==> src/rtl/fb_ctrl.sv <==
// fb_ctrl: frame-buffer controller; capture writes, optional frame clear (FB_CLEAR_EN), display read scan
module fb_ctrl #(
    parameter int WIDTH = 11,
    parameter int DEPTH = 640*480,
    localparam int AW = $clog2(DEPTH)
) (
    input  logic             i_clk,
    input  logic             i_rst,
    input  logic             i_cap_valid,
    output logic             o_cap_ready,
    input  logic             i_cap_sof,
    input  logic [WIDTH-1:0] i_cap_data,
    input  logic             i_clear,
    input  logic [WIDTH-1:0] i_clear_value,
    output logic             o_clear_busy,
    output logic             o_clear_done,
    output logic             o_frame_done,
    input  logic             i_rd_req,
    input  logic             i_rd_sof,
    output logic             o_rd_valid,
    output logic [WIDTH-1:0] o_rd_data,
    output logic             o_rd_eof,
    output logic             o_bram_en,
    output logic             o_bram_wr,
    output logic [AW-1:0]    o_bram_wr_addr,
    output logic [WIDTH-1:0] o_bram_wdata,
    output logic             o_bram_rd,
    output logic [AW-1:0]    o_bram_rd_addr,
    input  logic [WIDTH-1:0] i_bram_rdata
);
    typedef enum logic {IDLE, CLEAR} state_t;
    localparam logic [AW-1:0] LAST = AW'(DEPTH - 1);
    state_t           state;
    logic [AW-1:0]    wr_ptr, rd_ptr, cap_addr, rd_addr;
    logic [WIDTH-1:0] clear_val;
    logic             clear_start;
`ifdef FB_CLEAR_EN
    assign clear_start  = i_clear;
    assign o_cap_ready  = (state == IDLE);
    assign o_clear_busy = (state == CLEAR);
`else
    logic unused_clear;
    assign unused_clear = i_clear;
    assign clear_start  = 1'b0;
    assign o_cap_ready  = 1'b1;
    assign o_clear_busy = 1'b0;
`endif
    assign o_rd_data = i_bram_rdata;
    // sof restarts either scan at address 0
    always_comb begin
        cap_addr = i_cap_sof ? '0 : wr_ptr;
        rd_addr  = i_rd_sof ? '0 : rd_ptr;
    end
    // write FSM: capture beats in IDLE, fill the whole frame in CLEAR; one registered write per cycle
    always_ff @(posedge i_clk) begin
        if (i_rst) begin
            state          <= IDLE;
            wr_ptr         <= '0;
            clear_val      <= '0;
            o_bram_en      <= 1'b0;
            o_bram_wr      <= 1'b0;
            o_bram_wr_addr <= '0;
            o_bram_wdata   <= '0;
            o_frame_done   <= 1'b0;
            o_clear_done   <= 1'b0;
        end else begin
            o_bram_en    <= 1'b0;
            o_bram_wr    <= 1'b0;
            o_frame_done <= 1'b0;
            o_clear_done <= 1'b0;
            case (state)
                IDLE: begin
                    if (i_cap_valid) begin
                        o_bram_en      <= 1'b1;
                        o_bram_wr      <= 1'b1;
                        o_bram_wr_addr <= cap_addr;
                        o_bram_wdata   <= i_cap_data;
                        wr_ptr         <= (cap_addr == LAST) ? '0 : cap_addr + 1'b1;
                        o_frame_done   <= (cap_addr == LAST);
                    end
                    if (clear_start) begin
                        state     <= CLEAR;
                        wr_ptr    <= '0;
                        clear_val <= i_clear_value;
                    end
                end
                CLEAR: begin
                    o_bram_en      <= 1'b1;
                    o_bram_wr      <= 1'b1;
                    o_bram_wr_addr <= wr_ptr;
                    o_bram_wdata   <= clear_val;
                    wr_ptr         <= (wr_ptr == LAST) ? '0 : wr_ptr + 1'b1;
                    if (wr_ptr == LAST) begin
                        o_clear_done <= 1'b1;
                        state        <= IDLE;
                    end
                end
                default: state <= IDLE;
            endcase
        end
    end
    // read scan: strobe the BRAM, then flag valid/eof when its data arrives a cycle later
    always_ff @(posedge i_clk) begin
        if (i_rst) begin
            rd_ptr         <= '0;
            o_bram_rd      <= 1'b0;
            o_bram_rd_addr <= '0;
            o_rd_valid     <= 1'b0;
            o_rd_eof       <= 1'b0;
        end else begin
            o_bram_rd  <= i_rd_req;
            o_rd_valid <= o_bram_rd;
            o_rd_eof   <= o_bram_rd && (o_bram_rd_addr == LAST);
            if (i_rd_req) begin
                o_bram_rd_addr <= rd_addr;
                rd_ptr         <= (rd_addr == LAST) ? '0 : rd_addr + 1'b1;
            end
        end
    end
endmodule

==> config.mk <==
export PLATFORM = sky130hd
export DESIGN_NAME = fb_ctrl
export DESIGN_NICKNAME = d
export VERILOG_FILES = /design/src/rtl/fb_ctrl.sv
export SDC_FILE = /design/constraint.sdc
export NUM_CORES = 1
export LEC_CHECK = 0
export CORE_ASPECT_RATIO = 0.5
export CORE_UTILIZATION = 54
export CTS_CLUSTER_SIZE = 25
export DETAILED_ROUTE_END_ITERATION = 16
export GPL_TIMING_DRIVEN = 0
export HOLD_SLACK_MARGIN = 0.03
export PLACE_DENSITY = 0.85
export REMOVE_ABC_BUFFERS = 1
export SETUP_SLACK_MARGIN = 0.15
export SLEW_MARGIN = 5
export SYNTH_ARGS = -nofsm -noshare
export SYNTH_HDL_FRONTEND = slang
export SYNTH_SLANG_ARGS = --single-unit
==> constraint.sdc <==
create_clock -name i_clk -period 6.4 [get_ports i_clk]
set_clock_uncertainty 0.15 [all_clocks]
set_input_delay 0.64 -clock i_clk [delete_from_list [all_inputs] [get_ports i_clk]]
set_output_delay 0.64 -clock i_clk [all_outputs]
set_load 0.03 [all_outputs]
; ---- Word-level counts from Yosys, hierarchy flattened
; Index checks and enable logic that the tools add are counted.
[op_classes]
addsub = 3
n_eq_ne = 5
muxes = 16
bitwise_logic = 2
n_reduce_logical = 3
[op_table]
columns = operator, count
row1 = 2-to-1 mux 19 bit, 7
row2 = "== test 19 bit, second input constant", 4
row3 = case mux 19 bit (2 select lines), 2
row4 = "adder 19 x 1 -> 19 bit, second input constant", 3
row5 = case mux 11 bit (2 select lines), 1
row6 = 2-to-1 mux 11 bit, 1
row7 = case mux 1 bit (2 select lines), 2
row8 = 2-to-1 mux 1 bit, 3
row9 = OR reduction 3 bit, 1
row10 = "!= test 2 bit, second input constant", 1
row11 = NOT 1 bit, 2
row12 = OR reduction 2 bit, 1
row13 = logical AND 1 bit, 1
[totals]
register_bits = 94
input_bits = 40
out_inout_bits = 69
wordCells = 41

; ---- Longest topological paths before layout
; Gate-level depths: netlist (run 1).
[logic_depth]
word_depth = 5
mapped_depth = 9
mapped_depth_nobuf = 7

; ---- Worst setup path before layout (run 1)
; OpenSTA, ideal clock, no wires.
[synth_timing]
path_type = input to register
start = input port i_rd_sof
end = register rd_ptr[18]
setup_ns = 0.117
arrival_ns = 2.604
required_time_ns = 6.133
path_slack_ns = 3.529
cell_stages = 9
path_buffers = 2
path_cell_list = clkbuf_1 -> clkbuf_1 -> nor2b_1 -> ha_1 -> nand3_1 -> nor4_4 -> a211o_1 -> o21ba_2 -> o22a_1
[synth_via]
elab_chain_cells = 3
elab_cells_between_ends = 4
cone_classes = add/sub: 1 / eq/ne: 1 / mux: 2
[synth_rtl]
columns = item, line
row1 = from (decl), 19  ; input logic i_rd_sof,
row2 = 2-to-1 mux 19 bit (*), 52  ; rd_addr = i_rd_sof ? '0 : rd_ptr;
row3 = named net rd_addr[0], 34  ; logic [AW-1:0] wr_ptr, rd_ptr, cap_addr, rd_addr;
row4 = adder 19 x 1 -> 19 bit or == test 19 bit (tied branches), 116  ; rd_ptr <= (rd_addr == LAST) ? '0 : rd_addr + 1'b1;
row5 = 2-to-1 mux 19 bit (*), 116
row6 = to (signal assigned), 116
row7 = to (decl), 34
; Mark *: on every way through the listed nets, which the timed path passes. The rest lies on a longest branch.
; A chain may end at the register's enable or synchronous reset.

==> flow_metrics.py, run 1 <==
metrics = {
    "clock_tree": {
        "cts.hold.buffers_added": 0,
        "postCtsSetupRepairBufs": 0,
        "cts_root_buffer": "clkbuf_16",
        "clockBufferDepth": 2,
        "clk_pin_slew_ps": 60,
        "cts_num_sinks": 94,
        "ctsResizeCount": 0,
        "cts_tree": "yes",
        "cts_htree_levels": 3,
        "cts_buffers": 9,
        "worstSkewPairLatency_ps": 350,
    },
    "logic_synthesis": {
        "yosys.cell_count.top_type": "dfxtp_1",
        "yosysWarnings": 0,
        "synth.area.mux_share": 0.04290,
        "synth_compound_area_frac": 0.1812,
        "synth_edf_count": 0,
        "ys_ff_latch": 94,
        "yosysSeqAreaShare": 0.4007,
        "ys_async_sr_fraction": 0,
        "ys.flop_type": "dfxtp_1",
        "ys_top_cells_by_area": "dfxtp_1, nor2_1, nand2_1",
        "ys_top_cells_by_count": "dfxtp_1, nor2_1, nand2_1",
        "synthCells": 571,
        "synth_top_cell_by_area": "dfxtp_1",
        "yosysTopAreaCellShare": 0.4007,
        "avgSynthCellArea_um2": 8.224,
        "synth_cell_types": 67,
        "synth_xor_area_frac": 0.01492,
        "syn_area_um2": 4696,
        "synth_fa_ha_area_frac": 0.007994,
        "synth-simple-area-share": 0.2840,
        "synth_top_family_by_area": "simple AND/OR/NAND/NOR gates",
    },
    "detailed_routing": {
        "first_pass_iters": 5,
        "vias": 4350,
        "top_layer": "met4",
        "drc": 0,
        "met1_length_um": 5176,
        "wl_met3_um": 896,
        "wl_per_cell_um": 16.12,
        "dr_wl_met2_um": 5276,
        "antenna_left": 0,
        "viasPerCell": 6.092,
        "routed_wl_um": 11510,
        "drt_iter0_drc": 491,
    },
    "global_routing": {
        "grt_pass1_vias": 3907,
        "grt_max_degree": 82,
        "grt_overflow": 0,
        "antenna_found_initial": 0,
        "grt_pass1_wl_um": 18460,
        "grt_use_total": 0.2567,
    },
    "die": {
        "fp.dieW_um": 133.9,
        "pin_count": 109,
        "die_height_um": 67.94,
        "dieArea_um2": 9095,
        "start_util": 0.5725,
        "rows": 23,
        "core_area_um2": 8202,
    },
    "layout": {
        "n_antenna_cell": 0,
        "stdcell_area_um2": 5648,
        "area_growth_pct": 20.28,
        "post_route_cells_drive_above_1_share": 0.05648,
        "fillCellCount": 686,
        "finalNetCount": 640,
    },
    "critical_path": {
        "path_cells": "clkdlybuf4s50_1, clkinv_1, o41ai_1, a22oi_1, nor2_1",
        "required_ps": 6530,
        "cp_slowest_cell": "clkdlybuf4s50_1",
        "start_kind": "primary input",
        "critPathKind": "primary input to register",
        "cp_slowest_stage_delay_ps": 1230,
        "worstSetupEndpointType": "register",
        "worstPathMaxFanout": 37,
        "reg2reg_depth": 7,
        "cp.arrival_ps": 3880,
    },
    "sta": {
        "relSlewSlack": 0.1992,
        "period_needed_ps": 3750,
        "finalHoldViolCount": 0,
        "max_freq_mhz": 266.7,
        "finalSetupTns_ps": 0,
        "timing.final.crit_share": 0.5859,
        "setup_violations": 0,
        "worst_slew_pin_slew_ps": 1199,
        "holdWs_ps": 327.5,
        "maxSlewViolCount": 0,
        "grt_setup_unrepaired": "false",
    },
    "power": {
        "sw_frac_of_total": 0.2214,
        "peakVddDrop_v": 0.0001416,
        "p_comb_frac": 0.070,
        "power.internal_mw": 1.050,
        "p_seq_frac": 0.445,
        "switchingPower_uw": 298.6,
        "p_clk_frac": 0.485,
        "leakage_nw": 1.931,
        "p_per_area_nw_per_um2": 238.8,
    },
    "worst_hold_path": {
        "hold_path.class": "register to register",
        "hold_path_depth": 2,
    },
    "run": {
        "maxCapViolCount": 0,
    },
    "placement": {
        "place_area_um2": 5279,
        "dp_hpwl_um": 7281,
        "gp_congestion": 0.8612,
        "portBuffers": 72,
    },
    "outcome": {
        "status": "complete, no violations",
    },
}
[cell usage in the layout, fill, tap and decap left out, types with 9 or more instances in the layout]
master           count
clkbuf_16            9
nand3_1             23
nor3_1              18
clkdlybuf4s50_1     71
or2_2                9
nor2b_1             11
nor2_1              71
a22oi_1             23
o21ai_0             17
a21oi_1             24
mux2i_1             19
nand2b_1            10
dfxtp_1             94
and3_1               9
nor4_1               9
nand2_1             53
nand4_1             12
[layout make-up]
type | count | area (um2) | share of cell area
multi-input cells | 412 | 2509 | 0.4442
flip-flops and latches | 94 | 1882 | 0.3332
clock inverters | 7 | 143.9 | 0.02548
repair buffers | 72 | 718.2 | 0.1272
well taps | 112 | 140.1 | 0.02481
inverters | 8 | 30.03 | 0.005317
clock buffers | 9 | 225.2 | 0.03988
[routing by layer]
metal | vias to the layer above | track usage
li1 | 2107 | -
met1 | 2054 | 0.3197
met2 | 174 | 0.4242
met3 | 15 | 0.08296
met4 | 0 | 0.08381
met5 | - | 0.02222
[final timing paths]
check                                         from                 end  slack (ps)
worst max-delay path                      i_rd_req           rd_ptr[5]        2650
worst min-delay path            o_bram_rd_addr[11]  o_bram_rd_addr[11]         330
worst max register to register           wr_ptr[0]           wr_ptr[6]        3380
worst min register to register  o_bram_rd_addr[11]  o_bram_rd_addr[11]         330
[cells by family (layout without fill, tap and decap cells)]
kind of cell             Yosys count  after routing
AND/OR/NAND/NOR                  256            256
other                              2              2
buffers and inverters             65             96
XOR/XNOR                           8              8
AO/OA/AOI/OAI                    123            123
adder cells (fa/ha/maj)            3              3
flip-flops                        94             94
multiplexers                      20             20
[stage by stage]
stage / std cells / worst slack, ps / util / power, mW
after floorplan: 514 / 3434 / - / 0.6579
after global placement: 698 / 1362 / 0.6430 / 0.7043
after detailed placement: 698 / 2331 / 0.6436 / 0.7055
after CTS: 714 / 2640 / 0.6886 / 1.360
after global routing: 714 / 2230 / 0.6886 / 1.390
final: 714 / 2650 / 0.6886 / 1.349
[power groups by stage]
stage	Sequential [mW]	Combinational [mW]	Clock, mW
2_1_floorplan	0.624	0.0344	0
3_3_place_gp	0.612	0.0921	0
3_5_place_dp	0.612	0.0931	0
4_1_cts	0.600	0.0941	0.666
5_1_grt	0.601	0.101	0.688
6_report	0.600	0.0945	0.655
[sequential cells by signal, summed over array words and instances (netlist names)]
| register | flops |
|---|---|
| rd_ptr | 19 |
| state | 1 |
| o_bram_rd_addr | 19 |
| o_bram_rd | 1 |
| o_rd_eof | 1 |
| o_frame_done | 1 |
| o_bram_wr_addr | 19 |
| o_clear_done | 1 |
| o_bram_wr | 1 |
| o_bram_wdata | 11 |
| wr_ptr | 19 |
| o_rd_valid | 1 |
[worst max-delay path, delay by kind of cell]
kind                   cells  cell delay, ps
AOI/OAI and AO/OA          2             720
and+or+nand+nor            1             130
buffers and inverters      2            2380
(Power assumes the default switching activity.)
==> run 2, diff against run 1 <==
--- a/config.mk
+++ b/config.mk
@@ -6,12 +6,12 @@
 export NUM_CORES = 1
 export LEC_CHECK = 0
 export CORE_ASPECT_RATIO = 0.5
-export CORE_UTILIZATION = 54
+export CORE_UTILIZATION = 45
 export CTS_CLUSTER_SIZE = 25
 export DETAILED_ROUTE_END_ITERATION = 16
 export GPL_TIMING_DRIVEN = 0
 export HOLD_SLACK_MARGIN = 0.03
-export PLACE_DENSITY = 0.85
+export PLACE_DENSITY = 0.76
 export REMOVE_ABC_BUFFERS = 1
 export SETUP_SLACK_MARGIN = 0.15
 export SLEW_MARGIN = 5
==> constraint.sdc (replaced) <==
create_clock -name i_clk -period 3.17 [get_ports i_clk]
set_clock_uncertainty 0.15 [all_clocks]
set_input_delay 0.317 -clock i_clk [delete_from_list [all_inputs] [get_ports i_clk]]
set_output_delay 0.317 -clock i_clk [all_outputs]
set_load 0.03 [all_outputs]
==> flow_metrics.py, run 2 (synthesized netlist as in run 1, its figures left out) <==
metrics = {
    "power": {
        "p_comb_frac": 0.077,
        "p_per_area_nw_per_um2": 443.4,
        "p_clk_frac": 0.437,
        "p_seq_frac": 0.486,
        "peakVddDrop_v": 0.0002894,
        "sw_frac_of_total": 0.2441,
        "leakage_nw": 1.917,
        "switchingPower_uw": 608.4,
        "power.internal_mw": 1.885,
    },
    "layout": {
        "multi_input_area_um2": 2524,
        "fin_util": 0.5743,
        "final_common_cell": "dfxtp_1",
        "n_antenna_cell": 0,
        "final_cell_mix": "dfxtp_1, nor2_1, clkdlybuf4s50_1, nand2_1, a21oi_1",
        "fillCellCount": 865,
        "post_route_cells_drive_above_1_share": 0.06136,
        "finalNetCount": 641,
        "register_area_um2": 1882,
        "area_growth_pct": 19.74,
    },
    "clock_tree": {
        "cts.hold.buffers_added": 0,
        "cts_htree_levels": 3,
        "clockBufferDepth": 2,
        "cts_num_sinks": 94,
        "cts_buffers": 9,
        "clk_pin_slew_ps": 70,
        "worstSkewPairLatency_ps": 350,
        "cts_tree": "yes",
        "postCtsSetupRepairBufs": 0,
        "cts_root_buffer": "clkbuf_16",
    },
    "detailed_routing": {
        "vias": 4295,
        "drc": 0,
        "first_pass_iters": 6,
        "routed_wl_um": 11640,
        "antenna_left": 0,
        "drt_iter0_drc": 374,
        "viasPerCell": 5.820,
        "wl_per_cell_um": 15.77,
    },
    "worst_hold_path": {
        "hold_path_depth": 2,
        "hold_path.class": "register to register",
    },
    "placement": {
        "pre_cts_ws_ps": -664.8,
        "portBuffers": 72,
        "dp_hpwl_um": 7367,
        "gp_congestion": 0.8815,
    },
    "global_routing": {
        "grt_use_total": 0.2173,
        "antenna_found_initial": 0,
        "grt_max_degree": 82,
        "grt_pass1_wl_um": 18870,
        "grt_overflow": 0,
        "grt_pass1_vias": 3916,
    },
    "sta": {
        "worst_slew_pin_slew_ps": 1172,
        "max_freq_mhz": 350.3,
        "setup_violations": 0,
        "timing.final.crit_share": 0.9006,
        "holdWs_ps": 331.9,
        "relSlewSlack": 0.2174,
        "finalHoldViolCount": 0,
        "layout_setup_ws_ps": 315.1,
        "grt_setup_unrepaired": "false",
        "maxSlewViolCount": 0,
        "period_needed_ps": 2855,
    },
    "die": {
        "dieArea_um2": 10870,
        "pin_count": 109,
        "start_util": 0.4796,
        "fp.dieW_um": 146.5,
        "die_height_um": 74.23,
        "core_area_um2": 9791,
        "rows": 25,
    },
    "critical_path": {
        "required_ps": 3310,
        "worstPathMaxFanout": 10,
        "cp.arrival_ps": 3000,
        "worstSetupEndpointType": "register",
        "start_kind": "primary input",
        "critPathKind": "primary input to register",
        "reg2reg_depth": 7,
    },
    "run": {
        "maxCapViolCount": 0,
    },
    "outcome": {
        "status": "complete, no violations",
    },
}
[run 2: what timing repair did]
action	CTS	global route
endpoints found under the setup margin	32	36
pin swaps	0	2
gates cloned	0	1
gates resized for setup	3	2
endpoints found under the hold margin	0	0
[run 2: power by group through the flow]
stage	Sequential (mW)	Combinational, mW	Clock (mW)
finish	1.21	0.191	1.09
global route	1.21	0.207	1.16
CTS	1.21	0.189	1.12
detailed placement	1.24	0.189	0
global placement	1.24	0.187	0
floorplan	1.26	0.0694	0
[run 2: per-layer routing]
metal	up-vias	GRT usage	wire length [um]
li1	2110	-	-
met1	2009	0.2717	5367
met2	160	0.3603	5256
met3	16	0.06810	860
met4	0	0.07407	156
met5	-	0.01667	0
[run 2: worst paths after layout]
path / start / to / slack (ps)
max: i_cap_sof / wr_ptr[18] / 320
min: o_bram_rd_addr[17] / o_bram_rd_addr[17] / 330
max reg2reg: wr_ptr[0] / wr_ptr[18] / 470
min reg2reg: o_bram_rd_addr[17] / o_bram_rd_addr[17] / 330
[run 2: layout make-up]
type,count,share of cell area
Clock inverter,6,0.01224
Sequential cell,94,0.3347
Timing Repair Buffer,72,0.1279
Multi-Input combinational cell,413,0.4488
Tap cell,135,0.03004
Inverter,8,0.005563
Clock buffer,10,0.04072
[run 2: metrics by stage]
stage          std cells  power, mW  cell area, um2  setup TNS (ps)
2_1_floorplan        514      1.328            4413               0
3_3_place_gp         721      1.424            5303          -73100
3_5_place_dp         721      1.425            5308          -17920
4_1_cts              737      2.515            5609               0
5_1_grt              738      2.580            5623               0
6_report             738      2.493            5623               0
[run 2: critical path: stages]
cell,delay (ps)
clkdlybuf4s50_1,610
nor2b_1,210
ha_1,300
nand4_1,280
or3_4,480
or4_1,470
a21boi_1,170
o31a_1,150
==> run 3, diff against run 2 <==
--- a/config.mk
+++ b/config.mk
@@ -10,7 +10,7 @@
 export CTS_CLUSTER_SIZE = 25
 export DETAILED_ROUTE_END_ITERATION = 16
 export GPL_TIMING_DRIVEN = 0
-export HOLD_SLACK_MARGIN = 0.03
+export HOLD_SLACK_MARGIN = 0.08
 export PLACE_DENSITY = 0.76
 export REMOVE_ABC_BUFFERS = 1
 export SETUP_SLACK_MARGIN = 0.15
==> results of run 3 <==
Same layout as run 2: the final DEF is identical, and so are final timing and power.
